File: src/rtl/alu_pkg.sv
// alu_pkg: op encodings, FSM state type and signed-limit helpers for the ALU datapath
package alu_pkg;
  localparam logic OP_ADD = 1'b0;
  localparam logic OP_SUB = 1'b1;
  typedef enum logic [1:0] {IDLE, RUN, FINISH} state_t;
  function automatic logic [63:0] smax(input int w);
    return (64'd1 << (w - 1)) - 64'd1;
  endfunction
  function automatic logic [63:0] smin(input int w);
    return 64'd1 << (w - 1);
  endfunction
endpackage

File: src/rtl/addsub_chunk.sv
// addsub_chunk: combinational CHUNK-bit adder with carry-out and carry into the MSB
module addsub_chunk #(
  parameter int CHUNK = 4
) (
  input  logic [CHUNK-1:0] a_i,
  input  logic [CHUNK-1:0] b_i,
  input  logic             cin_i,
  output logic [CHUNK-1:0] sum_o,
  output logic             cout_o,
  output logic             cmsb_o
);
  logic [CHUNK:0] s;
  assign s = {1'b0, a_i} + {1'b0, b_i} + (CHUNK+1)'(cin_i);
  assign sum_o = s[CHUNK-1:0];
  assign cout_o = s[CHUNK];
  // carry into the MSB recovered from the MSB sum bit
  assign cmsb_o = s[CHUNK-1] ^ a_i[CHUNK-1] ^ b_i[CHUNK-1];
endmodule

File: src/rtl/addsub_seq.sv
// addsub_seq: multi-cycle chunked add/subtract with flags and optional signed saturation
module addsub_seq
  import alu_pkg::*;
#(
  parameter int WIDTH = 16,
  parameter int CHUNK = 4
) (
  input  logic             clk,
  input  logic             rst_n,
  input  logic             start,
  input  logic             op,
  input  logic             sat,
  input  logic [WIDTH-1:0] a,
  input  logic [WIDTH-1:0] b,
  output logic             busy,
  output logic             done,
  output logic [WIDTH-1:0] result,
  output logic             carry,
  output logic             overflow,
  output logic             zero,
  output logic             negative
);
  localparam int N = WIDTH / CHUNK;
  localparam int IW = N > 1 ? $clog2(N) : 1;
  localparam logic [WIDTH-1:0] SMAX = WIDTH'(smax(WIDTH));
  localparam logic [WIDTH-1:0] SMIN = WIDTH'(smin(WIDTH));
  state_t state_q;
  logic [WIDTH-1:0] a_q, b_q, acc_q, res_d;
  logic [IW-1:0] idx_q;
  logic c_q, ovf_q, amsb_q, op_q, sat_q;
  logic [CHUNK-1:0] s;
  logic co, cm;
  addsub_chunk #(.CHUNK(CHUNK)) u_chunk (
    .a_i(a_q[CHUNK-1:0]), .b_i(b_q[CHUNK-1:0]), .cin_i(c_q),
    .sum_o(s), .cout_o(co), .cmsb_o(cm)
  );
  always_comb res_d = (sat_q && ovf_q) ? (amsb_q ? SMIN : SMAX) : acc_q;
  // operands shift down one chunk per cycle; the sum fills the accumulator from the top
  always_ff @(posedge clk) begin
    if (!rst_n) begin
      state_q <= IDLE;
      a_q <= '0;
      b_q <= '0;
      acc_q <= '0;
      idx_q <= '0;
      c_q <= 1'b0;
      ovf_q <= 1'b0;
      amsb_q <= 1'b0;
      op_q <= OP_ADD;
      sat_q <= 1'b0;
      busy <= 1'b0;
      done <= 1'b0;
      result <= '0;
      carry <= 1'b0;
      overflow <= 1'b0;
      zero <= 1'b0;
      negative <= 1'b0;
    end else begin
      done <= 1'b0;
      case (state_q)
        IDLE: if (start) begin
          a_q <= a;
          b_q <= b ^ {WIDTH{op}};
          c_q <= op;
          op_q <= op;
          sat_q <= sat;
          amsb_q <= a[WIDTH-1];
          idx_q <= '0;
          acc_q <= '0;
          busy <= 1'b1;
          state_q <= RUN;
        end
        RUN: begin
          a_q <= a_q >> CHUNK;
          b_q <= b_q >> CHUNK;
          c_q <= co;
          acc_q <= WIDTH'({s, acc_q} >> CHUNK);
          idx_q <= idx_q + 1'b1;
          if (idx_q == IW'(N - 1)) begin
            ovf_q <= co ^ cm;
            state_q <= FINISH;
          end
        end
        FINISH: begin
          result <= res_d;
          carry <= c_q ^ op_q;
          overflow <= ovf_q;
          zero <= res_d == '0;
          negative <= res_d[WIDTH-1];
          done <= 1'b1;
          busy <= 1'b0;
          state_q <= IDLE;
        end
        default: state_q <= IDLE;
      endcase
    end
  end
endmodule

File: config.mk
export PLATFORM = sky130hd
export DESIGN_NAME = addsub_seq
export DESIGN_NICKNAME = d
export VERILOG_FILES = /design/src/rtl/alu_pkg.sv /design/src/rtl/addsub_chunk.sv /design/src/rtl/addsub_seq.sv
export SDC_FILE = /design/constraint.sdc
export NUM_CORES = 1
export LEC_CHECK = 0
export ABC_AREA = 1
export CAP_MARGIN = 10
export CORE_MARGIN = 5
export CORE_UTILIZATION = 30
export DETAILED_ROUTE_END_ITERATION = 8
export GPL_TIMING_DRIVEN = 1
export PLACE_DENSITY = 0.62
export SLEW_MARGIN = 25
export SYNTH_ARGS = -nofsm -noshare
export SYNTH_HDL_FRONTEND = slang
export SYNTH_HIERARCHICAL = 1
export SYNTH_SLANG_ARGS = --single-unit
File: constraint.sdc
create_clock -name clk -period 2.2 [get_ports clk]
set_input_delay 0.44 -clock clk [delete_from_list [all_inputs] [get_ports clk]]
set_output_delay 0.44 -clock clk [all_outputs]
set_load 0.1 [all_outputs]
==> results of run 1 <==
routing by layer:
metal / vias up / track usage, % / routed length, microns
li1: 1643 / - / -
met5: - / 0 / 0
met1: 1382 / 15.3 / 3690
met3: 10 / 3.20 / 385
met4: 0 / 3.84 / 79
met2: 62 / 20.8 / 3940
cells by family after synthesis:
family | Yosys count
compound gates | 117
xor+xnor | 20
fa+ha+maj | 6
buf+inv | 85
flops | 78
simple gates | 177
critical path, delay by kind of cell, from the launching register on:
family / cells / cell delay [ps]
AO/OA/AOI/OAI: 2 / 500
XOR/XNOR: 1 / 170
buffers and inverters: 1 / 70
flip-flops: 1 / 400
adder cells (fa/ha/maj): 2 / 650
power by group:
group,switching [mW],internal [mW]
combinational,0.254,0.196
sequential,0.0450,1.48
clock,0.621,0.893
area by class of cell:
type	instances	area (sq um)
clock inverters	7	77.6
repair buffers	68	613
clock buffers	9	225
flip-flops and latches	78	1560
well taps	143	179
fillers	1212	7030
inverters	56	210
multi-input cells	320	1620
cell usage in the layout, fill, tap and decap left out:
| cell type | count |
|---|---|
| nand2_1 | 121 |
| dfxtp_1 | 78 |
| inv_1 | 49 |
| o21ai_0 | 45 |
| a21oi_1 | 38 |
| nor2_1 | 36 |
| clkdlybuf4s50_1 | 36 |
| buf_4 | 31 |
| xnor2_1 | 16 |
| nand3_1 | 14 |
| o211ai_1 | 12 |
| a31oi_1 | 12 |
| clkbuf_16 | 9 |
| inv_2 | 7 |
| o21ai_1 | 7 |
| xor2_1 | 4 |
| ha_1 | 4 |
| inv_6 | 4 |
| nor2_4 | 2 |
| fa_1 | 2 |
| nand2_4 | 1 |
| o221ai_1 | 1 |
| or2_2 | 1 |
| nand3b_1 | 1 |
| nor3_1 | 1 |
| a22oi_2 | 1 |
| clkinv_2 | 1 |
| clkinvlp_4 | 1 |
| bufinv_16 | 1 |
| buf_12 | 1 |
| o31ai_1 | 1 |
path summary, 6_finish.rpt:
kind              startpoint       end  cells after the start
setup / recovery         c_q     ovf_q                      6
hold / removal      idx_q[0]  idx_q[0]                      1
setup reg to reg         c_q     ovf_q                      6
hold reg to reg     idx_q[0]  idx_q[0]                      1
flip-flops by register name, summed over array words and instances (netlist names), 2 cells and up:
register  flops
a_q          16
acc_q        16
b_q          16
result       16
idx_q         2
state_q       2
stage by stage:
stage                     instances  utilization [%]  hold slack (ps)  power [mW]
final                           681             39.0              460        3.49
after global routing            681             39.0              488        3.68
after CTS                       681             39.0              457        3.53
after detailed placement        665             36.3              450        2.01
after global placement          665             36.3              445        2.00
after floorplan                 483                -              429        1.87
==> qor.csv, run 1 <==
stage;metric;value;unit
status;status;finished, final reports clean;
cts;clkSinkCount;78;
cts;cts_setup_buffers;0;
placement;gp_congestion;0.764;
timing;maxSlewHeadroom;65.8;%
timing;final_max_slew_viol_count;0;
placement;post_dp_cell_area;4190;sq um
synthesis;synth-simple-area-share;20.1;%
timing;fin_skew;7.29;ps
route;ant_nets;0;
setup_path;rrSetupSlack;310;ps
synthesis;ys_types;28;
final_layout;syn2layout_area_growth;26.7;%
synthesis;synth_top_family_by_area;simple AND/OR/NAND/NOR gates;
floorplan;initial_core_util;30.8;%
final_layout;num-nets-final;576;
setup_path;cp.required;2420;ps
setup_path;cp_slowest_cell;o31ai_1;
synthesis;synth_seq_cells;78;
synthesis;syn_area_per_cell;7.34;sq um
min_path;min-delay-path-class;reg2reg;
timing;setup-tns-final;0;ps
synthesis;synth-edff-count;0;
timing;layout_setup_ws;310;ps
synthesis;ys_seq_area_share;44.1;%
global_routing;grt_max_degree;57;
timing;fin_crit;1890;ps
synthesis;postSynthCellCount;483;
synthesis;syn_area;3540;sq um
setup_path;crit_type;reg2reg;
synthesis;synthMuxAreaShare;0;%
route;vias;3097;
synthesis;synth_area_leaders;dfxtp_1, nand2_1, o21ai_0, a21oi_1, inv_1;
route;post_drt_wl_per_cell;11.9;microns
global_routing;antenna_found_initial;0;
final_layout;final_area;4490;sq um
floorplan;die_height;119;microns
setup_path;path_common_cell;fa_1;
synthesis;synth_fa_ha_area_share;2.54;%
synthesis;ys.flop_type;dfxtp_1;
pwr;vdd_drop_max;327;uV
placement;hpwlAfterDp;5830;microns
global_routing;grt_usage;12.3;%
floorplan;die_width;119;microns
synthesis;synth-compound-area-share;18.2;%
timing;final_hold_viol_count;0;
synthesis;synth_xor_area_share;4.94;%
pwr;p_per_area;778;nW/um^2
global_routing;overflow;0;
timing;timing.fmax;529;MHz
route;drc;0;
cts;clockBufferDepth;2;
setup_path;crit_arrival;2110;ps
synthesis;synth.most_common_cell;nand2_1;
synthesis;synth_top_area_share;44.1;%
timing;tightest_slew;513;ps
final_layout;num_antenna_cells;0;
timing;fin_crit_sh;85.9;%
setup_path;worstPathMaxFanout;3;
pwr;leakagePower;1.94;nW
timing;rsz0062_at_grt;false;
timing;setup_viol;0;
global_routing;grt_pass1_vias;3129;
final_layout;drive_gt1_share;11.2;%
cts;cts_max_level;3;
cts;path_clk_slew;60;ps
cts;cts_tree;built;
setup_path;critPathMaxStageDelay;420;ps
cts;numCtsBuffers;9;
route;routed_wl;8090;microns
route;via_per_inst;4.55;
synthesis;yosys_warnings;6;
setup_path;path_cells;fa_1 > inv_1 > fa_1 > o31ai_1 > xnor2_1 > a21oi_1;
setup_path;cp-start-kind;flop;
synthesis;async_flop_share;0;%
floorplan;core;11500;sq um
floorplan;std_cell_rows;39;
cts;clk_latency;340;ps
placement;numPortBuffers;58;
cts;postCtsHoldBufs;0;
setup_path;cp-end-kind;flop;
cts;cts_resized;0;
cts;root_buffer;clkbuf_16;
synthesis;yosysTopAreaCell;dfxtp_1;
synthesis;yosys-top-cells-count;nand2_1, dfxtp_1, inv_1;
job;cap_violations;0;
floorplan;die-area;14100;sq um
placement;pre_cts_ws;324;ps
route;first_iter_violations;255;
global_routing;grt_pass1_wl;14500;microns
synthesis;synth_nets;526;
route;firstDrtPassIters;4;
floorplan;ios;59;
Power figures use the tool's default switching activity.
==> run 2: changes to the inputs <==
--- a/config.mk
+++ b/config.mk
@@ -7,11 +7,10 @@
 export LEC_CHECK = 0
 export ABC_AREA = 1
 export CAP_MARGIN = 10
-export CORE_MARGIN = 5
+export CORE_MARGIN = 2
 export CORE_UTILIZATION = 30
 export DETAILED_ROUTE_END_ITERATION = 8
 export GPL_TIMING_DRIVEN = 1
-export PLACE_DENSITY = 0.62
 export SLEW_MARGIN = 25
 export SYNTH_ARGS = -nofsm -noshare
 export SYNTH_HDL_FRONTEND = slang
==> run 2 against run 1 <==
Effect of this change:
- sequential share of layout area is 0.15 points higher
- clock power is 9% lower
- critical path type unchanged
- register-to-register slack hardly changed
- highest routed layer unchanged
- via count is 1.3% higher
- clock skew is 1.4 ps lower
- final area is 0.42% lower
- clock-buffer cell count is 2 higher
- final cell count is 0.15% higher
- hold slack hardly changed
==> qor.csv, run 2 (same netlist as run 1, synthesis figures left out) <==
stage;metric;value;unit;change
status;status;finished, final reports clean;;
min_path;hold_end;idx_q[0];;
cts;cts_resized;0;;unchanged
route;via_per_inst;4.60;;+1.1%
setup_path;rr_worst_depth;6;;unchanged
setup_path;critPathMaxStageDelay;450;ps;+30 ps
cts;postCtsHoldBufs;0;;unchanged
global_routing;grt_max_degree;46;;-19%
pwr;p_per_area;750;nW/um^2;-3.6%
setup_path;cp-end-kind;flop;;
route;ant_nets;0;;unchanged
timing;rsz0062_at_grt;false;;
route;post_drt_wl_per_cell;11.4;microns;-3.7%
final_layout;mostFrequentLayoutCells;nand2_1, dfxtp_1, inv_1;;
setup_path;cp.required;2430;ps;about the same
timing;final_max_slew_viol_count;0;;unchanged
cts;root_buffer;clkbuf_16;;
setup_path;worstPathMaxFanout;3;;unchanged
min_path;min-delay-path-class;reg2reg;;
timing;fin_crit_sh;86.5;%;+0.64 points
global_routing;grt_pass1_wl;13200;microns;-8.5%
cts;cts_setup_buffers;0;;unchanged
timing;tightest_slew;462;ps;-50.4 ps
timing;final_hold_viol_count;0;;unchanged
setup_path;crit_type;reg2reg;;
pwr;vdd_drop_max;341;uV;+4.2%
setup_path;critPathTopFamily;adder cells;;
setup_path;path_depth;6;;unchanged
setup_path;crit_arrival;2130;ps;+20 ps
route;wl_met2;3630;microns;-7.8%
setup_path;cp-start-kind;flop;;
final_layout;drive_gt1_share;11.1;%;-0.021 points
floorplan;std_cell_rows;39;;unchanged
route;first_iter_violations;185;;-27%
cts;path_clk_slew;60;ps;about the same
cts;cts_max_level;3;;unchanged
timing;setup_viol;0;;unchanged
cts;clk_latency;340;ps;about the same
cts;clockBufferDepth;2;;unchanged
floorplan;die_width;113;microns;-5.1%
final_layout;layout_commonest_cell;nand2_1;;
setup_path;path_cells;fa_1 > inv_1 > fa_1 > o31ai_1 > xnor2_1 > a21oi_1;;
setup_path;cp_slowest_cell;o31ai_1;;
timing;fin_crit;1900;ps;+14.0 ps
pwr;leakagePower;1.93;nW;-0.53%
final_layout;num_antenna_cells;0;;unchanged
setup_path;critPathBufInv;1;;unchanged
floorplan;die-area;12700;sq um;-9.9%
route;vias;3137;;+1.3%
setup_path;r2r_start;c_q;;
final_layout;fin_util;39.0;%;about the same
route;routed_wl;7810;microns;-3.5%
route;firstDrtPassIters;5;;+1
cts;cts_tree;built;;
global_routing;overflow;0;;unchanged
cts;numCtsBuffers;9;;unchanged
timing;setup-tns-final;0;ps;unchanged
timing;fin_skew;5.92;ps;-1.37 ps
setup_path;reg2reg_to;ovf_q;;
timing;timing.fmax;525;MHz;-0.74%
min_path;hold_depth;1;;unchanged
global_routing;grt_usage;12.9;%;+0.61 points
route;routed.top_layer;met4;;
placement;hpwlAfterDp;5690;microns;-2.3%
route;wl_met1;3650;microns;-0.90%
timing;maxSlewHeadroom;69.1;%;+3.3 points
cts;clkSinkCount;78;;unchanged
route;drc;0;;unchanged
min_path;hold_start;idx_q[0];;
placement;numPortBuffers;58;;unchanged
floorplan;initial_core_util;30.9;%;+0.13 points
floorplan;die_height;113;microns;-5.1%
placement;gp_congestion;0.835;;+9.3%
floorplan;ios;59;;unchanged
final_layout;num-nets-final;577;;+0.17%
global_routing;antenna_found_initial;0;;unchanged
route;dr_wl_met3;370;microns;-3.9%
final_layout;nFillCells;1171;;-3.4%
global_routing;grt_pass1_vias;2846;;-9.0%
floorplan;core;11500;sq um;-0.42%
final_layout;syn2layout_area_growth;26.1;%;
setup_path;rrSetupSlack;300;ps;about the same
setup_path;path_common_cell;fa_1;;
job;cap_violations;0;;unchanged
## run 2: cell types whose count changed in the layout (fill, tap and decap cells not counted), sizes merged
cell	previous run	this run
clkbuf	9	11
inv	60	57
buf	32	33
bufinv	1	0
clkinv	1	2
clkinvlp	1	2
## run 2: layout make-up
type	count	area, sq um	share of cell area, %
multi-input combinational	320	1620	36.3
sequential	78	1560	34.9
timing repair buffer	69	621	13.9
clock buffer	11	243	5.43
inverter	56	210	4.70
tap	143	179	4.00
clock inverter	5	33.8	0.756
## run 2: layer usage
metal	global-route usage, %	vias to the layer above
met1	16.5	1386
met5	0	-
met4	5.53	0
li1	-	1650
met2	20.6	85
met3	3.13	16
## run 2: worst max path at each step
stage	startpoint	slack [ps]	end
5_1_grt	c_q	210	c_q
4_1_cts	c_q	290	ovf_q
3_3_place_gp	c_q	400	ovf_q
2_1_floorplan	result[15]	390	result[15]
3_5_place_dp	c_q	290	ovf_q
6_report	c_q	300	ovf_q
## run 2: worst register-to-register path, stage by stage, from the launching register on
cell and delay, ps:
dfxtp_1 400, fa_1 240, inv_1 60, fa_1 400, o31ai_1 450, xnor2_1 170, a21oi_1 80
## run 2: per-stage QoR
stage / hold slack, ps / power [mW] / worst slack [ps] / std cells / instance area [sq um]
final: 459 / 3.35 / 296 / 682 / 4470
after global routing: 475 / 3.51 / 206 / 682 / 4470
after floorplan: 429 / 1.87 / 386 / 483 / 3540
after CTS: 464 / 3.39 / 286 / 682 / 4470
after global placement: 447 / 2.01 / 395 / 666 / 4190
after detailed placement: 448 / 2.02 / 290 / 666 / 4190
## run 2: where the power goes
part	internal [mW]	switching (mW)
registers	1.48	0.0454
clock network	0.794	0.576
logic	0.198	0.253
